--- config.mk ---
export PLATFORM = sky130hd
export DESIGN_NAME = imem_loader_flat
export DESIGN_NICKNAME = d
export VERILOG_FILES = /design/src/rtl/imem_loader_pkg.sv /design/src/rtl/imem_loader_if.sv /design/src/rtl/imem_loader_csum.sv /design/src/rtl/imem_loader.sv /design/src/flat_wrapper.sv
export SDC_FILE = /design/constraint.sdc
export NUM_CORES = 1
export LEC_CHECK = 0
export CORE_MARGIN = 2
export CORE_UTILIZATION = 35
export CTS_BUF_LIST = sky130_fd_sc_hd__clkbuf_4 sky130_fd_sc_hd__clkbuf_8 sky130_fd_sc_hd__clkbuf_16
export DETAILED_ROUTE_END_ITERATION = 10
export PLACE_DENSITY = 0.65
export SYNTH_ARGS = -nofsm -noshare
export SYNTH_HDL_FRONTEND = slang
export SYNTH_SLANG_ARGS = --single-unit
--- constraint.sdc ---
create_clock -name clk -period 2.4 [get_ports clk]
set_input_delay 0.48 -clock clk [delete_from_list [all_inputs] [get_ports clk]]
set_output_delay 0.48 -clock clk [all_outputs]
set_load 0.02 [all_outputs]
--- src/rtl/imem_loader_pkg.sv ---
// Shared types and constants for the boot-time instruction-memory loader.
// Consumed by imem_loader, its stream interface and the loader_csum accumulator.
package cpu_loader_pkg;

    localparam int unsigned WORD_W         = 32;
    localparam int unsigned ADDR_W_DEFAULT = 8;

    typedef enum logic [1:0] {
        LOAD  = 2'd0,
        RUN   = 2'd1,
        ERROR = 2'd2
    } loader_state_t;

endpackage

--- src/rtl/imem_loader_if.sv ---
// Valid/ready word stream feeding the loader: master = producer, slave = loader.
interface imem_loader_if;
    import cpu_loader_pkg::*;

    logic              in_valid;
    logic              in_ready;
    logic [WORD_W-1:0] in_data;
    logic              in_last;

    modport master (
        output in_valid,
        output in_data,
        output in_last,
        input  in_ready
    );

    modport slave (
        input  in_valid,
        input  in_data,
        input  in_last,
        output in_ready
    );

endinterface

--- src/rtl/imem_loader_csum.sv ---
// loader_csum: mod-2^32 running sum of accepted image words with a compare output.
// Only built when LOADER_CHECKSUM_EN is defined.
`ifdef LOADER_CHECKSUM_EN
module loader_csum
    import cpu_loader_pkg::*;
(
    input  logic              clk,
    input  logic              rst,
    input  logic              clr,
    input  logic              add,
    input  logic [WORD_W-1:0] add_data,
    input  logic [WORD_W-1:0] cmp_data,
    output logic              match
);

    logic [WORD_W-1:0] sum_q;

    always_ff @(posedge clk or posedge rst) begin
        if (rst) begin
            sum_q <= '0;
        end else if (clr) begin
            sum_q <= '0;
        end else if (add) begin
            sum_q <= sum_q + add_data;
        end
    end

    // Compare against the sum of the words before the one on cmp_data.
    assign match = (sum_q == cmp_data);

endmodule
`endif

--- src/rtl/imem_loader.sv ---
// Boot loader: streams words into instruction memory from address 0 and holds the CPU
// in reset until the image is complete. LOADER_CHECKSUM_EN makes the in_last word a checksum.
module imem_loader
    import cpu_loader_pkg::*;
#(
    parameter int unsigned ADDR_W = ADDR_W_DEFAULT
) (
    input  logic                clk,
    input  logic                rst,
    imem_loader_if.slave        in_if,
    input  logic                reload,
    output logic                im_we,
    output logic [ADDR_W-1:0]   im_addr,
    output logic [WORD_W-1:0]   im_wdata,
    output logic                cpu_rst,
    output logic                done,
    output logic                err,
    output logic [ADDR_W:0]     word_count
);

    loader_state_t     state_q;
    loader_state_t     state_d;
    logic [ADDR_W-1:0] cnt_q;

    logic accept;
    logic at_end_addr;
    logic load_end;
    logic reload_go;
    logic is_csum_word;
    logic csum_bad;
    logic do_write;

    assign in_if.in_ready = (state_q == LOAD);
    assign accept         = in_if.in_valid && in_if.in_ready;
    assign at_end_addr    = (cnt_q == '1);
    assign load_end       = accept && (in_if.in_last || at_end_addr);
    assign reload_go      = reload && (state_q != LOAD);
    assign do_write       = accept && !is_csum_word;

`ifdef LOADER_CHECKSUM_EN
    logic csum_match;

    assign is_csum_word = in_if.in_last;
    assign csum_bad     = !csum_match;

    loader_csum u_csum (
        .clk      (clk),
        .rst      (rst),
        .clr      (reload_go),
        .add      (do_write),
        .add_data (in_if.in_data),
        .cmp_data (in_if.in_data),
        .match    (csum_match)
    );

    assign err = (state_q == ERROR);
`else
    assign is_csum_word = 1'b0;
    assign csum_bad     = 1'b0;
    assign err          = 1'b0;
`endif

    always_ff @(posedge clk or posedge rst) begin
        if (rst) begin
            state_q <= LOAD;
        end else begin
            state_q <= state_d;
        end
    end

    always_comb begin
        state_d = state_q;
        case (state_q)
            LOAD: begin
                if (load_end) begin
                    state_d = (is_csum_word && csum_bad) ? ERROR : RUN;
                end
            end
            RUN: begin
                if (reload) begin
                    state_d = LOAD;
                end
            end
            ERROR: begin
                if (reload) begin
                    state_d = LOAD;
                end
            end
            default: state_d = LOAD;
        endcase
    end

    // Counter holds at the top address instead of wrapping; only reload rewinds it.
    always_ff @(posedge clk or posedge rst) begin
        if (rst) begin
            cnt_q      <= '0;
            word_count <= '0;
        end else if (reload_go) begin
            cnt_q      <= '0;
            word_count <= '0;
        end else if (do_write) begin
            if (!at_end_addr) begin
                cnt_q <= cnt_q + 1'b1;
            end
            if (!word_count[ADDR_W]) begin
                word_count <= word_count + 1'b1;
            end
        end
    end

    always_ff @(posedge clk or posedge rst) begin
        if (rst) begin
            im_we    <= 1'b0;
            im_addr  <= '0;
            im_wdata <= '0;
        end else begin
            im_we <= do_write;
            if (do_write) begin
                im_addr  <= cnt_q;
                im_wdata <= in_if.in_data;
            end
        end
    end

    // Released one cycle after RUN is entered so the last write lands before the first fetch.
    always_ff @(posedge clk or posedge rst) begin
        if (rst) begin
            cpu_rst <= 1'b1;
        end else begin
            cpu_rst <= !((state_q == RUN) && !reload);
        end
    end

    assign done = (state_q == RUN);

endmodule

--- src/flat_wrapper.sv ---
// flat-port wrapper written by rule: the top's interface ports become plain ports
module imem_loader_flat import cpu_loader_pkg::*;
#(
    parameter int unsigned ADDR_W = ADDR_W_DEFAULT
)
  (clk, rst, reload, im_we, im_addr, im_wdata, cpu_rst, done, err, word_count, in_if_in_valid, in_if_in_data, in_if_in_last, in_if_in_ready);
  imem_loader_if in_if_i ();
  input  logic clk;
  input  logic rst;
  input  logic reload;
  output logic im_we;
  output logic [ADDR_W-1:0] im_addr;
  output logic [WORD_W-1:0] im_wdata;
  output logic cpu_rst;
  output logic done;
  output logic err;
  output logic [ADDR_W:0] word_count;
  input wire logic [$bits(in_if_i.in_valid)-1:0] in_if_in_valid;
  input wire logic [$bits(in_if_i.in_data)-1:0] in_if_in_data;
  input wire logic [$bits(in_if_i.in_last)-1:0] in_if_in_last;
  output wire logic [$bits(in_if_i.in_ready)-1:0] in_if_in_ready;
  assign in_if_i.in_valid = in_if_in_valid;
  assign in_if_i.in_data = in_if_in_data;
  assign in_if_i.in_last = in_if_in_last;
  assign in_if_in_ready = in_if_i.in_ready;
  imem_loader #(.ADDR_W(ADDR_W)) u_core (.clk(clk), .rst(rst), .in_if(in_if_i), .reload(reload), .im_we(im_we), .im_addr(im_addr), .im_wdata(im_wdata), .cpu_rst(cpu_rst), .done(done), .err(err), .word_count(word_count));
endmodule
# --- Word-level counts from Yosys, hierarchy flattened ---
# Index checks and enable logic that the tools add are counted.
# Widths: inputs -> output; s select.
word_totals:
  regBits: 61
  latch_bits: 0
  ram_bits: 0
  mem_bits_ro: 0
  out_inout_bits: 54
  elab_cells: 40
  memories: 0
op_classes:
  n_addsub: 2
  multipliers: 0
  div_mod_pow: 0
  n_lt_le_gt_ge: 0
  n_eq_ne: 7
  n_shift: 0
  mux: 9
  bitwise_logic: 0
  n_reduce_logical: 14
ops:
  columns: ["op", "count"]
  rows:
  - ["$mux 9", 3]
  - ["$mux 8", 3]
  - ["$add 9x1->9 const B", 1]
  - ["$add 8x1->8 const B", 1]
  - ["$eq 8x8->1 const B", 1]
  - ["$ne 2x2->1 const B", 3]
  - ["$reduce_and 2->1", 3]
  - ["$logic_and 1x1->1", 4]
  - ["$mux 2", 2]
  - ["$pmux 2 s2", 1]
  - ["$reduce_bool 2->1", 2]
  - ["$eq 2x1->1 const B", 1]
  - ["$eq 2x2->1 const B", 1]
  - ["$logic_not 1->1", 2]
  - ["$logic_not 2->1", 1]
  - ["$ne 2x1->1 const B", 1]
  - ["$reduce_or 2->1", 1]
  - ["$logic_or 1x1->1", 1]

# --- Logic depth before layout (Yosys ltp) ---
logic_depth:
  word_depth: 5
  ltp_mapped: 5
  mapped_depth_nobuf: 4

# --- Worst setup path before layout ---
# OpenSTA, ideal clock, no wires.
synth_path:
  path_type: "reg2reg"
  startpoint: "reg u_core.state_q[0]"
  endpoint: "reg u_core.word_count[5]"
  arrival_time_ps: 1625
  t_required_ps: 2322
  slack_ps: 697
  stages_incl_launch_ff: 5
  path_buffers: 1
  period_less_slack_ps: 1703
  path_cell_list: "dfrtp_1 > or3b_1 > buf_2 > or4_1 > a21oi_1"
synth_between:
  elab_chain_len: 4
  word_cells_on_any_way: 8
  cone_classes: "1 x eq/ne; 1 x mux; 6 x reduce/logical"
synth_rtl:
  columns: ["element", "line", "text"]
  rows:
  - ["start: declaration", "imem_loader.sv:21", "loader_state_t state_q;"]
  - ["start signal: assignment", "imem_loader.sv:67", "state_q <= state_d;"]
  - ["$reduce_bool 2->1 / $logic_not 2->1 (equally long branches)", "imem_loader.sv:37, imem_loader.sv:33", null]
  - ["$logic_and 1x1->1, on equally long branches", "imem_loader.sv:37, imem_loader.sv:34", null]
  - ["$ne 2x2->1 (no source line) / $reduce_bool 2->1 (equally long branches)", null, null]
  - ["$reduce_and 2->1 (no source line)", null, null]
  - ["end signal: assignment", "imem_loader.sv:106", "word_count <= word_count + 1'b1;"]
  - ["end: declaration", "imem_loader.sv:18", "output logic [ADDR_W:0] word_count"]
# Several ways; a longest one is shown, not always the timed one.
# A chain may end at the register's enable or synchronous reset.

# --- Worst setup path in the final report ---
layout_path:
  startpoint: "reg u_core.state_q[0]"
  endpoint: "out in_if_in_ready"
layout_between:
  elab_chain_len: 1
layout_rtl:
  columns: ["element", "line", "text"]
  rows:
  - ["$logic_not 2->1", "imem_loader.sv:33", "assign in_if.in_ready = (state_q == LOAD);"]
  - ["end: declaration", "flat_wrapper.sv:21", "output wire logic [$bits(in_if_i.in_ready)-1:0] in_if_in_ready;"]
# No other way between the ends.

==> results.toml <==
[finish]
nets = 325
layout-area-overhead-vs-synth_pct = 50.1
nFillCells = 609
drive_above_1_share = 0.220
diodes = 0

[placement]
placement.io_buffers = 89
place_ws_ps = 211
gpl.final_weighted_congestion = 0.799
hpwlAfterDp_um = 3840

[sta]
fmaxAchievable_ghz = 0.502
setup_violations_final = 0
unrepaired_setup_endpoints_after_global_routing = "false"
finalCritPeriodShare = 0.831
final_worst_setup_slack_ps = 406
fin_setup_tns_ps = 0
timing.final.hold_violations = 0
period_minus_ws_final_ps = 1990
drv_slew = 0
clock-skew-final_ps = 6.34

[critical_path]
startpoint_types = "register"
setup.worst_path.class = "register to output pin"
worst_ep_required_time_ps = 1920
critical_path.endpoint_type = "output pin"
crit_buf_inv = 2
max_stage_delay_ps = 610
ordered_list_of_cells_on_the_worst_path = "inv_1 -> clkdlybuf4s50_1"
critPathMaxFanout = 9
cp_slowest_cell = "sky130_fd_sc_hd__clkdlybuf4s50_1"
timing.critical_path.arrival_ps = 1510
path_delay_family = "buffers and inverters"

[grt]
overflow = 0
largest_net_degree_at_the_start_of_global_routing = 61
grt_first_pass_wirelength_um = 9120
antenna_found_initial = 0
number_of_global_route_vias_before_repair = 1972
grt.total_usage = 0.154

[cts]
tritoncts.num_buffers = 9
cts-root-buf = "sky130_fd_sc_hd__clkbuf_8"
insertion_delay_ps = 330
htree_num_levels = 3
cts.path.max_buffers = 2
clkTransAtPathRegs_ps = 70
clk_sink_count = 60
tritoncts = "yes"
postCtsResizedCells = 0
number_of_buffers_inserted_to_repair_setup_after_cts = 0
cts_hold_buffers = 0

[floorplanning]
placementRows = 30
die_width_um = 88.5
initial_utilization = 0.364
io-pin-count = 91
design.core.area_sq_um = 6870
die-height_um = 88.5
design.die.area_sq_um = 7830

[route]
wirelength_um = 5560
wirelength_per_cell_um = 14.4
routed-via-count = 1841
antenna_left = 0
detailedRoute.firstPassIterationCount = 4
drt-vias-per-instance = 4.76
drc = 0
dr.first_iter.drc_count = 79

[synthesis]
ys_seq_elements = 60
synth_area_per_cell_sq_um = 13.2
synth_async_sr_flop_share = 1.00
synthDominantCellAreaShare = 0.591
ys_warn_count = 0
synth_area_sq_um = 2500
synthMostInstantiatedCell = "sky130_fd_sc_hd__dfrtp_1"
netlist_instances = 190
synth.distinct_cells = 37
ys_top_cells_by_count = "59 x sky130_fd_sc_hd__dfrtp_1, 40 x sky130_fd_sc_hd__mux2_2, 10 x sky130_fd_sc_hd__nand2_1"
postSynth.topFlopCell = "sky130_fd_sc_hd__dfrtp_1"
synth.largest_area_cell = "sky130_fd_sc_hd__dfrtp_1"
synth_fp_nets = 229
post_synth_main_area_contributors = "sky130_fd_sc_hd__dfrtp_1 59%, sky130_fd_sc_hd__mux2_2 18%, sky130_fd_sc_hd__a21oi_1 1.6%"
seq_area_frac_synth = 0.601
synth-edff-count = 0

[worst_hold_path]
hold_path_class = "primary input to asynchronous set/reset pin"

[power]
p_leak_nw = 1.57
power_density_nw_per_um2 = 876
report.power.total_mw = 3.28
vdd.ir_drop.worst_mv = 0.441

[outcome]
run_status = "completed"

[job]
drv_cap = 0
## state kept, by name, summed over array words and instances, names as in the netlist
signal             flops
u_core.im_wdata       32
u_core.word_count      9
u_core.cnt_q           8
u_core.im_addr         8
u_core.cpu_rst         1
u_core.im_we           1
u_core.state_q         1
## layout make-up
| cell class | count | area [sq um] | share of cell area |
|---|---|---|---|
| Sequential cell | 60 | 1500 | 0.401 |
| Timing Repair Buffer | 94 | 953 | 0.254 |
| Multi-Input combinational cell | 114 | 927 | 0.247 |
| Clock buffer | 13 | 179 | 0.0477 |
| Tap cell | 96 | 120 | 0.0320 |
| Clock inverter | 3 | 42.5 | 0.0113 |
| Inverter | 7 | 26.3 | 0.00700 |
## tightest hold or removal path: stages
cell                              delay [ps]
sky130_fd_sc_hd__clkdlybuf4s50_1         410
sky130_fd_sc_hd__inv_2                    70
sky130_fd_sc_hd__buf_12                  280
## per-stage QoR
step / cell area (sq um) / hold slack, ps / utilization / cells
2_1_floorplan: 2500 / 482 / - / 190
3_3_place_gp: 3530 / 488 / 0.514 / 371
3_5_place_dp: 3530 / 495 / 0.514 / 371
4_1_cts: 3750 / 511 / 0.546 / 387
5_1_grt: 3750 / 520 / 0.546 / 387
6_report: 3750 / 506 / 0.546 / 387
## where the power goes
group / internal, mW / switching, mW
Sequential: 1.20 / 0.147
Clock: 0.591 / 0.400
Combinational: 0.502 / 0.446
Total: 2.29 / 0.993
## final timing paths
kind	slack, ps	cells after the start	start	end
max	410	2	u_core.state_q[0]	in_if_in_ready
min	510	3	rst	u_core.im_wdata[17]
max reg2reg	730	4	u_core.state_q[0]	u_core.word_count[6]
min reg2reg	510	1	u_core.im_wdata[12]	u_core.im_wdata[12]
max in group asynchronous	1590	3	rst	u_core.cpu_rst
min in group clk	510	1	u_core.im_wdata[12]	u_core.im_wdata[12]
## cell usage in the layout, fill, tap and decap left out, types with 3 or more instances in the layout
master	count
sky130_fd_sc_hd__dfrtp_1	59
sky130_fd_sc_hd__buf_4	3
sky130_fd_sc_hd__inv_1	6
sky130_fd_sc_hd__clkdlybuf4s50_1	89
sky130_fd_sc_hd__nand2_1	10
sky130_fd_sc_hd__mux2_2	40
sky130_fd_sc_hd__or4_1	3
sky130_fd_sc_hd__and2_1	4
sky130_fd_sc_hd__o21ai_0	6
sky130_fd_sc_hd__a21oi_1	8
sky130_fd_sc_hd__o31ai_1	3
sky130_fd_sc_hd__mux2i_1	4
sky130_fd_sc_hd__nor3_1	3
sky130_fd_sc_hd__nand3_1	5
sky130_fd_sc_hd__nand4_1	4
sky130_fd_sc_hd__a211oi_1	3
sky130_fd_sc_hd__clkbuf_8	13
## routing by layer
| metal | up-vias | GRT usage | routed length [um] |
|---|---|---|---|
| li1 | 876 | - | - |
| met1 | 899 | 0.184 | 2350 |
| met2 | 57 | 0.241 | 2680 |
| met3 | 9 | 0.0802 | 464 |
| met4 | 0 | 0.0537 | 66 |
| met5 | - | 0 | 0 |
## cells by family (layout without fill, tap and decap cells)
group | after synthesis | count (layout) | share of synthesized area
buf+inv | 16 | 117 | 0.0280
fa+ha+maj | 2 | 2 | 0.0100
mux | 44 | 44 | 0.196
simple gates | 39 | 39 | 0.0911
compound gates | 28 | 28 | 0.0716
other cells | 1 | 1 | 0.00150
flops | 60 | 60 | 0.601
Power figures use the tool's default switching activity.
